--- src/rtl/audio_pkg.sv ---
// Shared types and defaults for the audio sample fetch path.
package audio_pkg;

    localparam int          SAMPLE_W          = 16;
    localparam int          AUDIO_NUM_SAMPLES = 112000;
    localparam logic [31:0] AUDIO_BASE_ADDR   = 32'h0000_0000;
    localparam logic [31:0] AUDIO_ADDR_STRIDE = 32'd4;

    typedef logic [15:0] sample_t;

    typedef enum logic [1:0] {
        FETCH_IDLE,
        FETCH_RUN,
        FETCH_DRAIN,
        FETCH_DONE
    } fetch_state_e;

endpackage

--- src/rtl/sample_skid_fifo.sv ---
// Two-entry FIFO that absorbs the ROM read latency; push and pop may coincide when full.
module sample_skid_fifo #(
    parameter int W = 16
) (
    input  logic         clk,
    input  logic         rst,
    input  logic         flush,
    input  logic         push,
    input  logic [W-1:0] push_data,
    input  logic         pop,
    output logic [W-1:0] head,
    output logic         full,
    output logic         empty,
    output logic [1:0]   count
);

    logic [W-1:0] mem_q [2];
    logic         wr_ptr_q;
    logic         rd_ptr_q;
    logic [1:0]   count_q;

    always_ff @(posedge clk or posedge rst) begin
        if (rst) begin
            mem_q[0] <= '0;
            mem_q[1] <= '0;
            wr_ptr_q <= 1'b0;
            rd_ptr_q <= 1'b0;
            count_q  <= 2'd0;
        end else if (flush) begin
            wr_ptr_q <= 1'b0;
            rd_ptr_q <= 1'b0;
            count_q  <= 2'd0;
        end else begin
            if (push) begin
                mem_q[wr_ptr_q] <= push_data;
                wr_ptr_q        <= ~wr_ptr_q;
            end
            if (pop) begin
                rd_ptr_q <= ~rd_ptr_q;
            end
            case ({push, pop})
                2'b10:   count_q <= count_q + 2'd1;
                2'b01:   count_q <= count_q - 2'd1;
                default: count_q <= count_q;
            endcase
        end
    end

    assign head  = mem_q[rd_ptr_q];
    assign count = count_q;
    assign full  = (count_q == 2'd2);
    assign empty = (count_q == 2'd0);

endmodule

--- src/rtl/audio_sample_fetcher.sv ---
// Sequential ROM sample fetcher feeding a valid/ready stream through a 2-entry FIFO.
// Define SAMPLE_FETCH_LOOP_EN for gapless looped playback (only stop or rst exits).
module audio_sample_fetcher #(
    parameter logic [31:0] BASE_ADDR   = 32'h0,
    parameter int          NUM_SAMPLES = 112000,
    parameter logic [31:0] ADDR_STRIDE = 32'd4,
    parameter int          SAMPLE_W    = 16
) (
    input  logic                    clk,
    input  logic                    rst,
    input  logic                    start,
    input  logic                    stop,
    output logic [31:0]             mem_addr,
    input  logic [SAMPLE_W-1:0]     mem_rd,
    output logic [SAMPLE_W-1:0]     sample_data,
    output logic                    sample_valid,
    input  logic                    sample_ready,
    output logic                    busy,
    output logic                    done,
    output audio_pkg::fetch_state_e dbg_state
);
    import audio_pkg::*;

    localparam int               CNT_W   = $clog2(NUM_SAMPLES + 1);
    localparam logic [CNT_W-1:0] LAST    = CNT_W'(NUM_SAMPLES);
    localparam logic [CNT_W-1:0] LAST_M1 = CNT_W'(NUM_SAMPLES - 1);

    fetch_state_e     state_q, state_d;
    logic [31:0]      mem_addr_q;
    logic [CNT_W-1:0] issue_cnt_q;
    logic [CNT_W-1:0] pop_cnt_q;
    logic             inflight_q;
    logic             done_q;

    logic [1:0] fifo_count;
    logic       fifo_full;
    logic       fifo_empty;
    logic       pop, issue, last_issue, final_pop, start_ok, space_ok;

    // Stream handshake: a sample transfers on a rising edge where sample_valid && sample_ready;
    // once sample_valid rises, it and sample_data hold until that transfer, stop or rst.
    assign sample_valid = !fifo_empty;
    assign pop          = sample_valid && sample_ready;
    assign start_ok     = start && ((state_q == FETCH_IDLE) || (state_q == FETCH_DONE));
    assign final_pop    = pop && (pop_cnt_q == LAST_M1);
    assign issue        = (state_q == FETCH_RUN) && (issue_cnt_q != LAST) && space_ok;
    assign last_issue   = issue && (issue_cnt_q == LAST_M1);

    // Reads are un-stallable, so an issue needs room for its data after this cycle's pop.
    always_comb begin
        space_ok = 1'b0;
        if (fifo_full) begin
            space_ok = pop;
        end else begin
            space_ok = (({1'b0, fifo_count} + {2'b00, inflight_q}) - {2'b00, pop}) < 3'd2;
        end
    end

    always_comb begin
        state_d = state_q;
        case (state_q)
            FETCH_IDLE: begin
                if (start_ok) state_d = FETCH_RUN;
            end
            FETCH_RUN: begin
`ifdef SAMPLE_FETCH_LOOP_EN
                state_d = FETCH_RUN;
`else
                if (last_issue) state_d = FETCH_DRAIN;
`endif
            end
            FETCH_DRAIN: begin
                if (final_pop) state_d = FETCH_DONE;
            end
            FETCH_DONE: begin
                state_d = start_ok ? FETCH_RUN : FETCH_IDLE;
            end
            default: state_d = FETCH_IDLE;
        endcase
        if (stop) state_d = FETCH_IDLE;
    end

    always_ff @(posedge clk or posedge rst) begin
        if (rst) begin
            state_q     <= FETCH_IDLE;
            mem_addr_q  <= BASE_ADDR;
            issue_cnt_q <= '0;
            pop_cnt_q   <= '0;
            inflight_q  <= 1'b0;
            done_q      <= 1'b0;
        end else begin
            state_q <= state_d;
            done_q  <= final_pop && !stop;
            if (stop) begin
                inflight_q  <= 1'b0;
                issue_cnt_q <= '0;
                pop_cnt_q   <= '0;
            end else begin
                inflight_q <= issue;
                if (start_ok) begin
                    mem_addr_q  <= BASE_ADDR;
                    issue_cnt_q <= '0;
                    pop_cnt_q   <= '0;
                end else begin
                    if (issue) begin
`ifdef SAMPLE_FETCH_LOOP_EN
                        if (last_issue) begin
                            mem_addr_q  <= BASE_ADDR;
                            issue_cnt_q <= '0;
                        end else begin
                            mem_addr_q  <= mem_addr_q + ADDR_STRIDE;
                            issue_cnt_q <= issue_cnt_q + CNT_W'(1);
                        end
`else
                        mem_addr_q  <= mem_addr_q + ADDR_STRIDE;
                        issue_cnt_q <= issue_cnt_q + CNT_W'(1);
`endif
                    end
                    if (pop) begin
                        pop_cnt_q <= final_pop ? '0 : pop_cnt_q + CNT_W'(1);
                    end
                end
            end
        end
    end

    sample_skid_fifo #(.W(SAMPLE_W)) u_fifo (
        .clk       (clk),
        .rst       (rst),
        .flush     (stop),
        .push      (inflight_q),
        .push_data (mem_rd),
        .pop       (pop),
        .head      (sample_data),
        .full      (fifo_full),
        .empty     (fifo_empty),
        .count     (fifo_count)
    );

    assign mem_addr  = mem_addr_q;
    assign busy      = (state_q == FETCH_RUN) || (state_q == FETCH_DRAIN);
    assign done      = done_q;
    assign dbg_state = state_q;

endmodule

--- config.mk ---
export PLATFORM = sky130hd
export DESIGN_NAME = audio_sample_fetcher
export DESIGN_NICKNAME = d
export VERILOG_FILES = /design/src/rtl/audio_pkg.sv /design/src/rtl/sample_skid_fifo.sv /design/src/rtl/audio_sample_fetcher.sv
export SDC_FILE = /design/constraint.sdc
export NUM_CORES = 1
export LEC_CHECK = 0
export CELL_PAD_IN_SITES_DETAIL_PLACEMENT = 0
export CELL_PAD_IN_SITES_GLOBAL_PLACEMENT = 1
export CORE_MARGIN = 3
export CORE_UTILIZATION = 39
export DETAILED_ROUTE_END_ITERATION = 8
export HOLD_SLACK_MARGIN = 0.06
export PLACE_DENSITY = 0.85
export SYNTH_ARGS = -nofsm -noshare
export SYNTH_HDL_FRONTEND = slang
export SYNTH_SLANG_ARGS = --single-unit
--- constraint.sdc ---
create_clock -name clk -period 3.36 [get_ports clk]
set_input_delay 0.336 -clock clk [delete_from_list [all_inputs] [get_ports clk]]
set_output_delay 0.336 -clock clk [all_outputs]
set_load 0.05 [all_outputs]
## Yosys cells after proc, flatten, opt, wreduce, memory -nomap -nowiden

Cells that the tools add are included.

| word-level totals | value |
|---|---|
| register bits | 106 |
| latch bits | 0 |
| memory bits (writable) | 0 |
| bits in read-only memories | 0 |
| input port bits | 21 |
| output and inout bits | 53 |
| logic and storage cells | 91 |
| memories kept | 0 |

| cells by class | value |
|---|---|
| $add $sub $neg | 7 |
| $mul | 0 |
| div/mod/pow operators | 0 |
| order comparisons | 4 |
| equal/unequal tests | 12 |
| shift-type cells | 0 |
| muxes and demuxes | 29 |
| bitwise operators | 5 |
| reductions and logical operators | 23 |

Operators by type and width:

| kind | count |
|---|---|
| $mux W17 | 7 |
| $mux W16 | 4 |
| $mux W32 | 2 |
| $add A17 B1 Y17 const B | 2 |
| $eq A17 B17 Y1 const B | 2 |
| $add A32 B3 Y32 const B | 1 |
| $bwmux W32 | 1 |
| $ne A17 B17 Y1 const B | 1 |
| $demux W16 S1 | 1 |
| $mux W2 | 5 |
| $ne A3 B3 Y1 const B | 3 |
| $reduce_bool A3 Y1 | 3 |
| $eq A2 B2 Y1 const B | 4 |
| $logic_and A1 B1 Y1 | 8 |
| $pmux W2 S4 | 1 |
| $mux W1 | 7 |
| $reduce_bool A2 Y1 | 3 |
| $eq A2 B1 Y1 const B | 2 |
| $ge A2 B2 Y1 const B | 2 |
| $logic_not A2 Y1 | 2 |
| $not A1 Y2 | 2 |
| $pmux W2 S2 | 1 |
| $reduce_and A2 Y1 | 2 |
| $add A2 B1 Y3 | 1 |
| 9 further kinds | 13 |

## Depth between registers and ports, before layout

| logic depth | value |
|---|---|
| depth after elaboration | 11 |
| gate-level depth with buffers | 11 |
| mapped depth without buffers | 10 |

## By module

A second synthesis with hierarchy kept.

| second synthesis, totals | value |
|---|---|
| cells, all modules | 529 |
| area, all modules | 5585.4 um2 |

By module, submodules not included:

| module | times used | cells an instance | area an instance (um2) | sequential area each (um2) |
|---|---|---|---|---|
| audio_sample_fetcher | 1 | 422 | 3921.3 | 1701.6 |
| sample_skid_fifo | 1 | 107 | 1664.1 | 900.9 |

## Least setup slack after synthesis

OpenSTA, ideal clock, no wires.

| timing path | value |
|---|---|
| path kind | reg-to-reg |
| start | register u_fifo.count_q[0], in the netlist u_fifo.count[0] |
| end | register mem_addr_q[14], in the netlist mem_addr[14] |
| library setup time | 0.078 ns |
| arrival time | 3.055 ns |
| required time | 3.282 ns |
| setup slack | 0.228 ns |
| cell stages (with the launch flop) | 12 |
| path buffers | 2 |
| clock period less this slack | 3.132 ns |
| path through | dfrtp_1 > and3b_1 > buf_4 > o21ai_0 > fa_1 > nor3b_1 > o31ai_2 > a2111oi_4 > nand3_2 > buf_6 > or3_1 > a21oi_1 |

| on the way | value |
|---|---|
| longest elaborated chain between the ends | 9 |
| elaborated cells on any way between the ends | 11 |
| those cells by class | add/sub (2); order compare (1); eq/ne (1); mux (1); reduce/logical (6) |

RTL lines:

| item | line | text |
|---|---|---|
| from (decl) | sample_skid_fifo.sv:20 | `logic [1:0] count_q;` |
| from (signal assigned) | sample_skid_fifo.sv:42 | `2'b10: count_q <= count_q + 2'd1;` |
| from (signal assigned) | sample_skid_fifo.sv:43 | `2'b01: count_q <= count_q - 2'd1;` |
| from (signal assigned) | sample_skid_fifo.sv:44 | `default: count_q <= count_q;` |
| parallel branches: the longest is 5 deep, another holds $add A2 B1 Y3 | - |  |
| $mux W1 (*) | audio_sample_fetcher.sv:52 | `if (fifo_full) begin` |
| $logic_and A1 B1 Y1 (*) | audio_sample_fetcher.sv:46 | `assign issue = (state_q == FETCH_RUN) && (issue_cnt_q != LAST) && space_ok;` |
| $reduce_bool A2 Y1 (no line) (*) | - |  |
| $reduce_and A2 Y1 (no line) (*) | - |  |
| to (signal assigned) | audio_sample_fetcher.sv:115 | `mem_addr_q <= mem_addr_q + ADDR_STRIDE;` |
| to (decl) | audio_sample_fetcher.sv:29 | `logic [31:0] mem_addr_q;` |

Every way passes the cells marked *.
A chain may end at the register's enable or synchronous reset.

## Worst setup path after layout

| timing path | value |
|---|---|
| start | input sample_ready |
| end | register mem_addr_q[31], in the netlist mem_addr[31] |

| on the way | value |
|---|---|
| longest elaborated chain between the ends | 7 |

RTL lines:

| item | line | text |
|---|---|---|
| from (decl) | audio_sample_fetcher.sv:17 | `input logic sample_ready,` |
| $logic_and A1 B1 Y1 (*) | audio_sample_fetcher.sv:43 | `assign pop = sample_valid && sample_ready;` |
| $sub A3 B1 Y3 | audio_sample_fetcher.sv:55 | `space_ok = (({1'b0, fifo_count} + {2'b00, inflight_q}) - {2'b00, pop}) < 3'd2;` |
| $lt A3 B2 Y1 | audio_sample_fetcher.sv:55 |  |
| $mux W1 (*) | audio_sample_fetcher.sv:52 |  |
| $logic_and A1 B1 Y1 (*) | audio_sample_fetcher.sv:46 |  |
| $reduce_bool A2 Y1 (no line) (*) | - |  |
| $reduce_and A2 Y1 (no line) (*) | - |  |

Mark *: on every way between the ends. The rest lies on a longest branch, timed or not.

==> metrics.txt <==
vertical die dimension=122.7 um; Clock Tree Buf Depth=2; cell internal pwr=2708 uW; worst setup slack after layout=0.2826 ns; critical path class=in -> reg; Worst EP arrival=3.36 ns; CP max FO=5; aggregate global-route resource usage=0.1646; post-synthesis area per instance=10.41 sq um; Setup-failing EPs final=0; fraction of power consumed by the clock network=0.229; leading cell type in the layout, fill and taps excluded=sky130_fd_sc_hd__dfrtp_1; cell type with the largest total area after synthesis=sky130_fd_sc_hd__dfrtp_1; Layout area overhead=23.66%; number of nets with antenna violations after routing=0; placed instance count=750; Pleak=0.002709 uW; final clock skew=0.009267 ns; number of synthesized flops with an enable pin=0; final max-slew violation count=0; cts-stage hold buffer count=0; Final Hold Violating Endpoints=0; most instantiated flip-flop cell in the synthesis netlist=sky130_fd_sc_hd__dfrtp_1; starting density of the core=0.3994; share of synthesized area occupied by flip-flops and latches=0.4901; most area-consuming cells after synthesis=sky130_fd_sc_hd__dfrtp_1 49%, sky130_fd_sc_hd__mux2_2 10%, sky130_fd_sc_hd__xnor2_1 5.1%; register bit total from synthesis=104; commonest non-fill, non-tap cells in the layout=104 x sky130_fd_sc_hd__dfrtp_1, 71 x sky130_fd_sc_hd__clkdlybuf4s50_1, 62 x sky130_fd_sc_hd__nor2_1; CTS tree=yes; sum of routed wire length over all layers=11,540 um; DPL Wire Length=8103 um; post-CTS repair timing setup buffer count=0; CTS-repair resized insts=0; nets=615; peak ir drop on the vdd network=0.6256 mV; sum of negative setup slack=0 ns; fillcell total=1,217; Row Count=42; maximum number of pins on one net before global-route repair=56; total number of vias=4,017; Die Area=15,050 sq um; Synth top area share=0.4901; endpoint class of the critical path=flip-flop; cell count after synthesis=510; count of placed standard cells in the final layout, fillers left out=766; via count of the first global-routing pass=4,127; total overflow reported by the global router=0; number of iterations in the first detailed-routing pass=4; timing-limited maximum frequency=325.0 MHz; insertion delay of the later-clocked pin in the worst-skew pair=0.35 ns; crit share post-route=0.9159; net switching power=1669 uW; run status=finished, final reports clean; Seq pwr share=0.378; core area=13,300 sq um; boundary pin count=74; ratio of routed vias to standard cells=5.244; distinct cell type count of the synthesized netlist=57; Crit path required time=3.64 ns; power density cells=666.7 nW/um^2; number of design rule violations left after detail routing=0; setup repair after global routing missed its margin=no; wire length of the first global-routing pass=19,930 um; final estimated routing congestion in global placement=0.8398; CP Launch Type=input port; number of clock sinks=104; CTS Root Buffer Type=sky130_fd_sc_hd__clkbuf_16; Post-Synthesis Cell Area=5310 sq um; remaining max-slew budget at the tightest pin=0.4338; Worst Setup Slack post-DPL=-0.05699 ns; YS warnings=0; Final Critical Period=3.077 ns; transition time at the pin with the least slew margin=0.8468 ns; routed len/inst=15.06 um; Worst Hold Class=in -> async; antenna violations before repair=0; Comb power frac=0.393; proportion of synthesized flip-flops having asynchronous set or reset=1.000; share of layout cells above drive strength 1=0.1661; horizontal extent of the die=122.7 um; number of buffers inserted during clock tree synthesis=9; fraction of power spent switching nets=0.3813; n_diodes=0; initial DRC count=204; count of max-cap constraint violations=0; clock slew seen by the registers of the worst setup and hold paths=0.07 ns; Port Buffer Count=71; number of levels in the clock H-tree=3
## logic make-up after synthesis
logic type	synth area share
AOI/OAI and AO/OA	0.05467
other	0.0007062
and+or+nand+nor	0.2071
xor gates and xnor gates	0.08577
muxes	0.1077
adders and majority gates	0.02262
DFF	0.4901
buffers and inverters	0.03133
## through the flow
| stage | hold slack [ns] | cell area, sq um | utilization | total power, uW |
|---|---|---|---|---|
| 2_1_floorplan | 0.4737 | 5314 | - | 2856 |
| 3_3_place_gp | 0.4813 | 6287 | 0.4729 | 3356 |
| 3_5_place_dp | 0.4891 | 6287 | 0.4729 | 3409 |
| 4_1_cts | 0.4601 | 6566 | 0.4939 | 4431 |
| 5_1_grt | 0.4739 | 6566 | 0.4939 | 4613 |
| 6_report | 0.4357 | 6566 | 0.4939 | 4378 |
## worst max-delay path, cell delays in order
cell                              delay [ns]
sky130_fd_sc_hd__clkdlybuf4s50_1        0.54
sky130_fd_sc_hd__and3b_1                0.19
sky130_fd_sc_hd__o21ai_0                0.11
sky130_fd_sc_hd__fa_1                   0.51
sky130_fd_sc_hd__nor3b_1                0.30
sky130_fd_sc_hd__o31ai_2                0.13
sky130_fd_sc_hd__a2111oi_4              0.39
sky130_fd_sc_hd__buf_4                  0.18
sky130_fd_sc_hd__nand2_2                0.04
sky130_fd_sc_hd__or4_1                  0.47
sky130_fd_sc_hd__a21oi_1                0.15
## final timing paths
path | from | end | slack [ns] | depth (start not counted)
max | sample_ready | mem_addr[31] | 0.28 | 11
min | rst | u_fifo.mem_q[29] | 0.44 | 2
max reg2reg | u_fifo.count[0] | mem_addr[31] | 0.31 | 10
min reg2reg | u_fifo.mem_q[21] | u_fifo.mem_q[21] | 0.51 | 1
max in group asynchronous | rst | dbg_state[1] | 2.18 | 3
min in group clk | u_fifo.mem_q[21] | u_fifo.mem_q[21] | 0.51 | 1
## state kept, by name (all words and copies together), names as in the netlist
register and flops:
mem_addr 30, pop_cnt_q 17, u_fifo.rd_ptr_q 1, u_fifo.wr_ptr_q 1, issue_cnt_q 17, dbg_state 2
inflight_q 1, done 1, u_fifo.count 2, u_fifo.mem_q 32
## synthesized netlist by cell type, types with 2 or more instances
master and n:
sky130_fd_sc_hd__or3_1 6, sky130_fd_sc_hd__buf_4 3, sky130_fd_sc_hd__nor3b_1 2, sky130_fd_sc_hd__nor2b_1 3, sky130_fd_sc_hd__a211oi_1 2, sky130_fd_sc_hd__or2_2 3
sky130_fd_sc_hd__nor2_1 62, sky130_fd_sc_hd__nor3_1 18, sky130_fd_sc_hd__clkbuf_1 18, sky130_fd_sc_hd__ha_1 8, sky130_fd_sc_hd__xnor2_1 31, sky130_fd_sc_hd__xor2_1 21
sky130_fd_sc_hd__nand2_1 31, sky130_fd_sc_hd__nand4_1 16, sky130_fd_sc_hd__o311ai_1 2, sky130_fd_sc_hd__or4_1 2, sky130_fd_sc_hd__o21ai_0 9, sky130_fd_sc_hd__mux2_2 49
sky130_fd_sc_hd__nand3_1 21, sky130_fd_sc_hd__inv_1 15, sky130_fd_sc_hd__and3_1 12, sky130_fd_sc_hd__o41ai_1 2, sky130_fd_sc_hd__and4_2 3, sky130_fd_sc_hd__a21oi_1 14
sky130_fd_sc_hd__nor4_1 9, sky130_fd_sc_hd__and4_1 3, sky130_fd_sc_hd__and2_1 3, sky130_fd_sc_hd__mux2i_1 2, sky130_fd_sc_hd__nor4bb_1 2, sky130_fd_sc_hd__dfrtp_1 104
sky130_fd_sc_hd__nand3b_1 3, sky130_fd_sc_hd__nand2b_1 6
## power groups by stage
stage | clock [uW] | sequential (uW) | combinational (uW)
4_1_cts | 1030 | 1660 | 1740
3_3_place_gp | 0 | 1650 | 1700
6_report | 1000 | 1650 | 1720
5_1_grt | 1090 | 1690 | 1830
3_5_place_dp | 0 | 1680 | 1730
2_1_floorplan | 0 | 1680 | 1180
## cell type report
type	count	area [sq um]	share of cell area
Inverter	15	58.81	0.008956
Clock buffer	9	225.2	0.03430
Tap cell	176	220.2	0.03354
Multi-Input combinational cell	368	2550	0.3883
Timing Repair Buffer	87	855.8	0.1303
Sequential cell	104	2603	0.3963
Clock inverter	7	53.80	0.008194
## metal layers
| metal | global-route usage | wire length (um) |
|---|---|---|
| met2 | 0.2672 | 5700 |
| met5 | 0 | 0 |
| met3 | 0.06083 | 674 |
| met1 | 0.2105 | 5073 |
| met4 | 0.03639 | 87 |
Power figures use the tool's default switching activity.
